## src/rtl/calc_alu_arbiter.sv

```systemverilog
// Round-robin sharing of a single start/done calculator ALU among NREQ requesters.
// Optional build macro CALC_ARB_DIV0_CHECK_EN: div/mod by zero answered locally (all-ones, error).
module calc_alu_arbiter #(
    parameter int NREQ    = 4,
    parameter int WIDTH   = 32,
    parameter int TIMEOUT = 64
) (
    input  logic                  clk,
    input  logic                  rst,
    input  logic [NREQ-1:0]       req,
    input  logic [3*NREQ-1:0]     req_op,
    input  logic [WIDTH*NREQ-1:0] req_a,
    input  logic [WIDTH*NREQ-1:0] req_b,
    output logic [NREQ-1:0]       gnt,
    output logic [NREQ-1:0]       rsp_valid,
    output logic [WIDTH-1:0]      rsp_result,
    output logic                  rsp_err,
    output logic                  busy,
    output logic                  alu_start,
    output logic [2:0]            alu_op,
    output logic [WIDTH-1:0]      alu_op1,
    output logic [WIDTH-1:0]      alu_op2,
    input  logic                  alu_done,
    input  logic [WIDTH-1:0]      alu_result
);
    localparam int PW = $clog2(NREQ);
    localparam int CW = $clog2(TIMEOUT + 1);
    localparam logic [CW-1:0]   CNT_LAST = CW'(TIMEOUT - 1);
    localparam logic [CW-1:0]   CNT_ONE  = {{(CW-1){1'b0}}, 1'b1};
    localparam logic [NREQ-1:0] ONE_HOT0 = {{(NREQ-1){1'b0}}, 1'b1};

    typedef enum logic [1:0] {
        S_IDLE  = 2'd0,
        S_ISSUE = 2'd1,
        S_WAIT  = 2'd2,
        S_RESP  = 2'd3
    } state_t;

    state_t            state_q, state_d;
    logic [PW-1:0]     ptr_q, ptr_d;
    logic [PW-1:0]     owner_q, owner_d;
    logic [CW-1:0]     cnt_q, cnt_d;
    logic [NREQ-1:0]   gnt_q, gnt_d;
    logic [NREQ-1:0]   rsp_valid_q, rsp_valid_d;
    logic [WIDTH-1:0]  result_q, result_d;
    logic              err_q, err_d;
    logic [2:0]        op_q, op_d;
    logic [WIDTH-1:0]  op1_q, op1_d;
    logic [WIDTH-1:0]  op2_q, op2_d;
    logic              start_q, start_d;
    logic              busy_q;

    logic              sel_found_s;
    logic [PW-1:0]     sel_idx_s;
    logic [PW-1:0]     cand_s;
    logic [2:0]        sel_op_s;
    logic [WIDTH-1:0]  sel_a_s;
    logic [WIDTH-1:0]  sel_b_s;
    logic              sel_div0_s;
    logic              timeout_s;

    // Round-robin pick: first pending request at or after the pointer, wrapping around.
    always_comb begin
        sel_found_s = 1'b0;
        sel_idx_s   = {PW{1'b0}};
        cand_s      = {PW{1'b0}};
        for (int k = 0; k < NREQ; k++) begin
            cand_s = PW'((int'(ptr_q) + k) % NREQ);
            if (!sel_found_s && req[cand_s]) begin
                sel_found_s = 1'b1;
                sel_idx_s   = cand_s;
            end else begin
                sel_found_s = sel_found_s;
            end
        end
    end

    // Operand mux for the selected requester.
    always_comb begin
        sel_op_s = 3'b000;
        sel_a_s  = {WIDTH{1'b0}};
        sel_b_s  = {WIDTH{1'b0}};
        for (int i = 0; i < NREQ; i++) begin
            if (PW'(i) == sel_idx_s) begin
                sel_op_s = req_op[3*i +: 3];
                sel_a_s  = req_a[WIDTH*i +: WIDTH];
                sel_b_s  = req_b[WIDTH*i +: WIDTH];
            end else begin
                sel_op_s = sel_op_s;
            end
        end
    end

`ifdef CALC_ARB_DIV0_CHECK_EN
    assign sel_div0_s = ((sel_op_s == 3'b011) || (sel_op_s == 3'b100)) &&
                        (sel_b_s == {WIDTH{1'b0}});
`else
    assign sel_div0_s = 1'b0;
`endif

    // The counter runs across ISSUE and WAIT, so a stuck sticky done is also bounded.
    assign timeout_s = (cnt_q >= CNT_LAST);

    // Next-state, grant/response pulses and operand latching.
    always_comb begin
        state_d     = state_q;
        ptr_d       = ptr_q;
        owner_d     = owner_q;
        cnt_d       = cnt_q;
        gnt_d       = {NREQ{1'b0}};
        rsp_valid_d = {NREQ{1'b0}};
        result_d    = result_q;
        err_d       = err_q;
        op_d        = op_q;
        op1_d       = op1_q;
        op2_d       = op2_q;
        start_d     = 1'b0;
        case (state_q)
            S_IDLE: begin
                if (sel_found_s) begin
                    owner_d = sel_idx_s;
                    ptr_d   = PW'((int'(sel_idx_s) + 1) % NREQ);
                    op_d    = sel_op_s;
                    op1_d   = sel_a_s;
                    op2_d   = sel_b_s;
                    gnt_d   = ONE_HOT0 << sel_idx_s;
                    cnt_d   = {CW{1'b0}};
                    if (sel_div0_s) begin
                        state_d     = S_RESP;
                        result_d    = {WIDTH{1'b1}};
                        err_d       = 1'b1;
                        rsp_valid_d = ONE_HOT0 << sel_idx_s;
                    end else begin
                        state_d = S_ISSUE;
                        start_d = 1'b1;
                    end
                end else begin
                    state_d = S_IDLE;
                end
            end
            S_ISSUE: begin
                cnt_d = cnt_q + CNT_ONE;
                // A low done means the ALU has taken start and cleared its stale result.
                if (!alu_done) begin
                    state_d = S_WAIT;
                end else if (timeout_s) begin
                    state_d     = S_RESP;
                    result_d    = {WIDTH{1'b0}};
                    err_d       = 1'b1;
                    rsp_valid_d = ONE_HOT0 << owner_q;
                end else begin
                    start_d = 1'b1;
                end
            end
            S_WAIT: begin
                cnt_d = cnt_q + CNT_ONE;
                if (alu_done) begin
                    state_d     = S_RESP;
                    result_d    = alu_result;
                    err_d       = 1'b0;
                    rsp_valid_d = ONE_HOT0 << owner_q;
                end else if (timeout_s) begin
                    state_d     = S_RESP;
                    result_d    = {WIDTH{1'b0}};
                    err_d       = 1'b1;
                    rsp_valid_d = ONE_HOT0 << owner_q;
                end else begin
                    state_d = S_WAIT;
                end
            end
            S_RESP: begin
                state_d = S_IDLE;
            end
            default: begin
                state_d = S_IDLE;
            end
        endcase
    end

    // State and registered outputs.
    always_ff @(posedge clk or posedge rst) begin
        if (rst) begin
            state_q     <= S_IDLE;
            ptr_q       <= {PW{1'b0}};
            owner_q     <= {PW{1'b0}};
            cnt_q       <= {CW{1'b0}};
            gnt_q       <= {NREQ{1'b0}};
            rsp_valid_q <= {NREQ{1'b0}};
            result_q    <= {WIDTH{1'b0}};
            err_q       <= 1'b0;
            op_q        <= 3'b000;
            op1_q       <= {WIDTH{1'b0}};
            op2_q       <= {WIDTH{1'b0}};
            start_q     <= 1'b0;
            busy_q      <= 1'b0;
        end else begin
            state_q     <= state_d;
            ptr_q       <= ptr_d;
            owner_q     <= owner_d;
            cnt_q       <= cnt_d;
            gnt_q       <= gnt_d;
            rsp_valid_q <= rsp_valid_d;
            result_q    <= result_d;
            err_q       <= err_d;
            op_q        <= op_d;
            op1_q       <= op1_d;
            op2_q       <= op2_d;
            start_q     <= start_d;
            busy_q      <= (state_d != S_IDLE);
        end
    end

    assign gnt        = gnt_q;
    assign rsp_valid  = rsp_valid_q;
    assign rsp_result = result_q;
    assign rsp_err    = err_q;
    assign busy       = busy_q;
    assign alu_start  = start_q;
    assign alu_op     = op_q;
    assign alu_op1    = op1_q;
    assign alu_op2    = op2_q;

endmodule

```

## config.mk

```make
export PLATFORM = sky130hd
export DESIGN_NAME = calc_alu_arbiter
export DESIGN_NICKNAME = d
export VERILOG_FILES = /design/src/rtl/calc_alu_arbiter.sv
export SDC_FILE = /design/constraint.sdc
export NUM_CORES = 1
export LEC_CHECK = 0
export BUFFER_PORTS_ARGS = -buffer_cell sky130_fd_sc_hd__buf_4
export CELL_PAD_IN_SITES_DETAIL_PLACEMENT = 1
export CELL_PAD_IN_SITES_GLOBAL_PLACEMENT = 2
export CORE_MARGIN = 1.5
export CORE_UTILIZATION = 23
export CTS_CLUSTER_DIAMETER = 40
export DETAILED_ROUTE_END_ITERATION = 10
export PLACE_DENSITY_LB_ADDON = 0.2
export SYNTH_ARGS = -nofsm -noshare
export SYNTH_HDL_FRONTEND = slang
export SYNTH_SLANG_ARGS = --single-unit
```

## constraint.sdc

```tcl
create_clock -name clk -period 5.1 [get_ports clk]
set_clock_uncertainty 0.2 [all_clocks]
set_input_delay 1.02 -clock clk [delete_from_list [all_inputs] [get_ports clk]]
set_output_delay 1.02 -clock clk [all_outputs]
set_load 0.02 [all_outputs]
```

==> qor.yml <==
synth_enable_flop_cells: 0
htreeDepth: 4
grt_first_pass_wirelength_microns: 47780
critPathSlowestCell: "ha_2"
io_buffers: 416
dpl.cell_count: 1674
floorplan.initialDensity_pct: 23.26
cts_made_buffers: 17
num_vias: 8130
hold_path.class: "flop to flop"
dieWidth_microns: 178.7
syn_avg_cell_area_sq_um: 7.656
ys_types: 43
ctsHoldBuffers: 0
area.sequential_sq_um: 3078
die_area_sq_um: 31920
crit_arrival_ps: 3680
final-hold-violation-count: 0
root_buffer: "clkbuf_16"
grtUsageTotal_pct: 19.65
multi_input_area_sq_um: 3437
drc: 0
nets: 1612
wl_per_cell_microns: 18.94
clock_latency_ps: 420
final.min_clock_period_ps: 3540
fp.dieH_microns: 178.7
synth-async-reset-ratio_pct: 100.0
rows: 64
synth-seq-cells: 123
crit_chain: "buf_4 > nand2b_1 > a21oi_1 > a211oi_2 > inv_2 > ha_2 > buf_4 > nand2_1 > o21ai_0 > a22oi_1 > a21oi_1"
critPathRequiredTime_ps: 5240
p_leak_nw: 5.399
syn-instance-count: 927
min_to: "rsp_err"
ys.flop_type: "dfrtp_1"
r2r_setup_slack_ps: 1930
holdPathStages: 1
start_kind: "input pin"
cts_resized: 0
slew_headroom_pct: 19.34
grt_pass1_vias: 8407
drive_gt1_share_pct: 36.18
clockBufferDepth: 2
ios: 417
clock-sinks: 123
core_area_sq_um: 30510
setup_viol: 0
antenna_found_initial: 0
antennaDiodeCount: 0
area_growth_pct: 56.68
vias_per_cell: 4.766
r2r_start: "ptr_q[0]"
slew_violations: 0
grt_setup_unrepaired: "no"
cp-end-kind: "flop"
dr.first_iter.drc_count: 279
dp_hpwl_microns: 23850
globalplace.congestion: 0.7600
worst_pin_slew_ps: 1207
clkSlewWorstSetupHoldPaths_ps: 60
fillers: 3686
firstDrtPassIters: 5
maxCapViolations: 0
hold_start: "rsp_err"
critPathMaxStageDelay_ps: 880
r2r_end: "alu_op1[26]"
overflow: 0
cts_tree: "yes"
crit_type: "input pin to flop"
status: "completed"
power.total_mw: 6.819
ys_warn_count: 0
grt_max_degree: 84
synth_nets: 1242
syn_area_sq_um: 7097
ant_nets: 0
period_share_pct: 69.41
fmax_mhz: 282.5
ir_drop_v: 0.0002022
cts_setup_buffers: 0
p_per_area_nw_per_um2: 613.3
seq_area_frac_synth_pct: 43.37
cp_max_fo: 41
wirelength_microns: 32310
rr_worst_depth: 10
final_cell_count_no_fill: 1706
finalSetupTns_ps: 0
[cells in the final DEF, fill, tap and decap left out, types with 3 or more instances in the layout]
master	n
a211o_1	3
mux2i_1	4
nand2b_1	4
buf_12	3
buf_4	425
o21ai_0	69
clkinv_2	4
and3_1	5
inv_1	74
clkbuf_16	17
ha_1	4
a221oi_1	3
a21oi_1	238
a22o_1	3
nor2_1	73
dfrtp_1	123
a22oi_1	65
nand3_1	4
o21ai_1	5
clkinv_4	6
nand2_1	142
nor3b_1	3
ha_4	3
inv_6	3
[through the flow]
step	instance area (sq um)	utilization [%]	hold slack, ps	worst slack, ps
after floorplan	7097	-	264.5	609.1
after global placement	10550	34.58	264.2	1190
after detailed placement	10550	34.58	298.7	1127
after CTS	11120	36.45	311.5	1564
after global routing	11120	36.45	339.5	1325
final	11120	36.45	302.7	1560
[area by class of cell]
| type | count | area share [%] |
|---|---|---|
| multi-input cells | 651 | 30.91 |
| repair buffers | 428 | 29.23 |
| flip-flops and latches | 123 | 27.68 |
| well taps | 396 | 4.456 |
| clock buffers | 17 | 3.826 |
| inverters | 76 | 2.611 |
| clock inverters | 15 | 1.283 |
[cells in the mapped netlist, types with 3 or more instances]
cell type,n,area share [%]
a22oi_1,65,6.9
nand2b_1,4,0.35
buf_1,10,0.53
a22o_1,3,0.37
a221oi_1,3,0.37
nor2_1,73,3.9
dfrtp_1,123,43
nand3_1,4,0.28
o21ai_0,69,4.9
clkbuf_1,48,2.5
nand2_1,142,7.5
a211o_1,3,0.37
a21oi_1,238,17
buf_2,9,0.63
nor3b_1,3,0.32
ha_1,8,1.4
o21ai_1,5,0.35
buf_4,9,0.95
and3_1,5,0.44
mux2i_1,4,0.56
inv_1,75,4.0
[per-layer routing]
| metal | vias up | wire length (microns) | GRT usage, % |
|---|---|---|---|
| met2 | 290 | 16120 | 34.27 |
| li1 | 3918 | - | - |
| met3 | 30 | 2975 | 7.273 |
| met5 | - | 0 | 0 |
| met4 | 0 | 561 | 5.660 |
| met1 | 3892 | 12650 | 22.35 |
[flip-flops by register name (all words and copies together) (netlist names)]
name	cells
rsp_valid	4
rsp_err	1
ptr_q	2
state_q	2
owner_q	2
gnt	4
cnt_q	7
alu_op2	32
alu_op1	32
alu_op	3
alu_start	1
rsp_result	32
busy	1
[cell families after synthesis]
logic type | Yosys count | synth area share (%)
buf+inv | 153 | 8.833
mux | 5 | 0.8815
compound gates | 398 | 31.75
flops | 123 | 43.37
simple gates | 240 | 13.75
fa+ha+maj | 8 | 1.410
[where the power goes]
group          total (mW)  internal, mW  switching (mW)
logic                3.88          1.52            2.36
clock network        1.21         0.682           0.527
registers            1.73          1.45           0.274
total                6.82          3.66            3.16
[worst max-delay path by stage]
stage	from	end	slack (ps)	cells past startpoint
6_report	req[1]	alu_op1[26]	1560	11
2_1_floorplan	rst	alu_op1[0]	610	1
5_1_grt	req[1]	alu_op2[6]	1320	11
4_1_cts	req[1]	alu_op1[28]	1560	11
3_5_place_dp	req[1]	alu_op1[28]	1130	11
3_3_place_gp	req[1]	alu_op1[26]	1190	11
[worst max-delay path: cells and delay by family]
family	cells	cell delay, ps
buffers and inverters	3	740
AND/OR/NAND/NOR	2	230
adder cells (fa/ha/maj)	1	880
AO/OA/AOI/OAI	5	780
No activity file was read; power rests on OpenSTA's default activity.
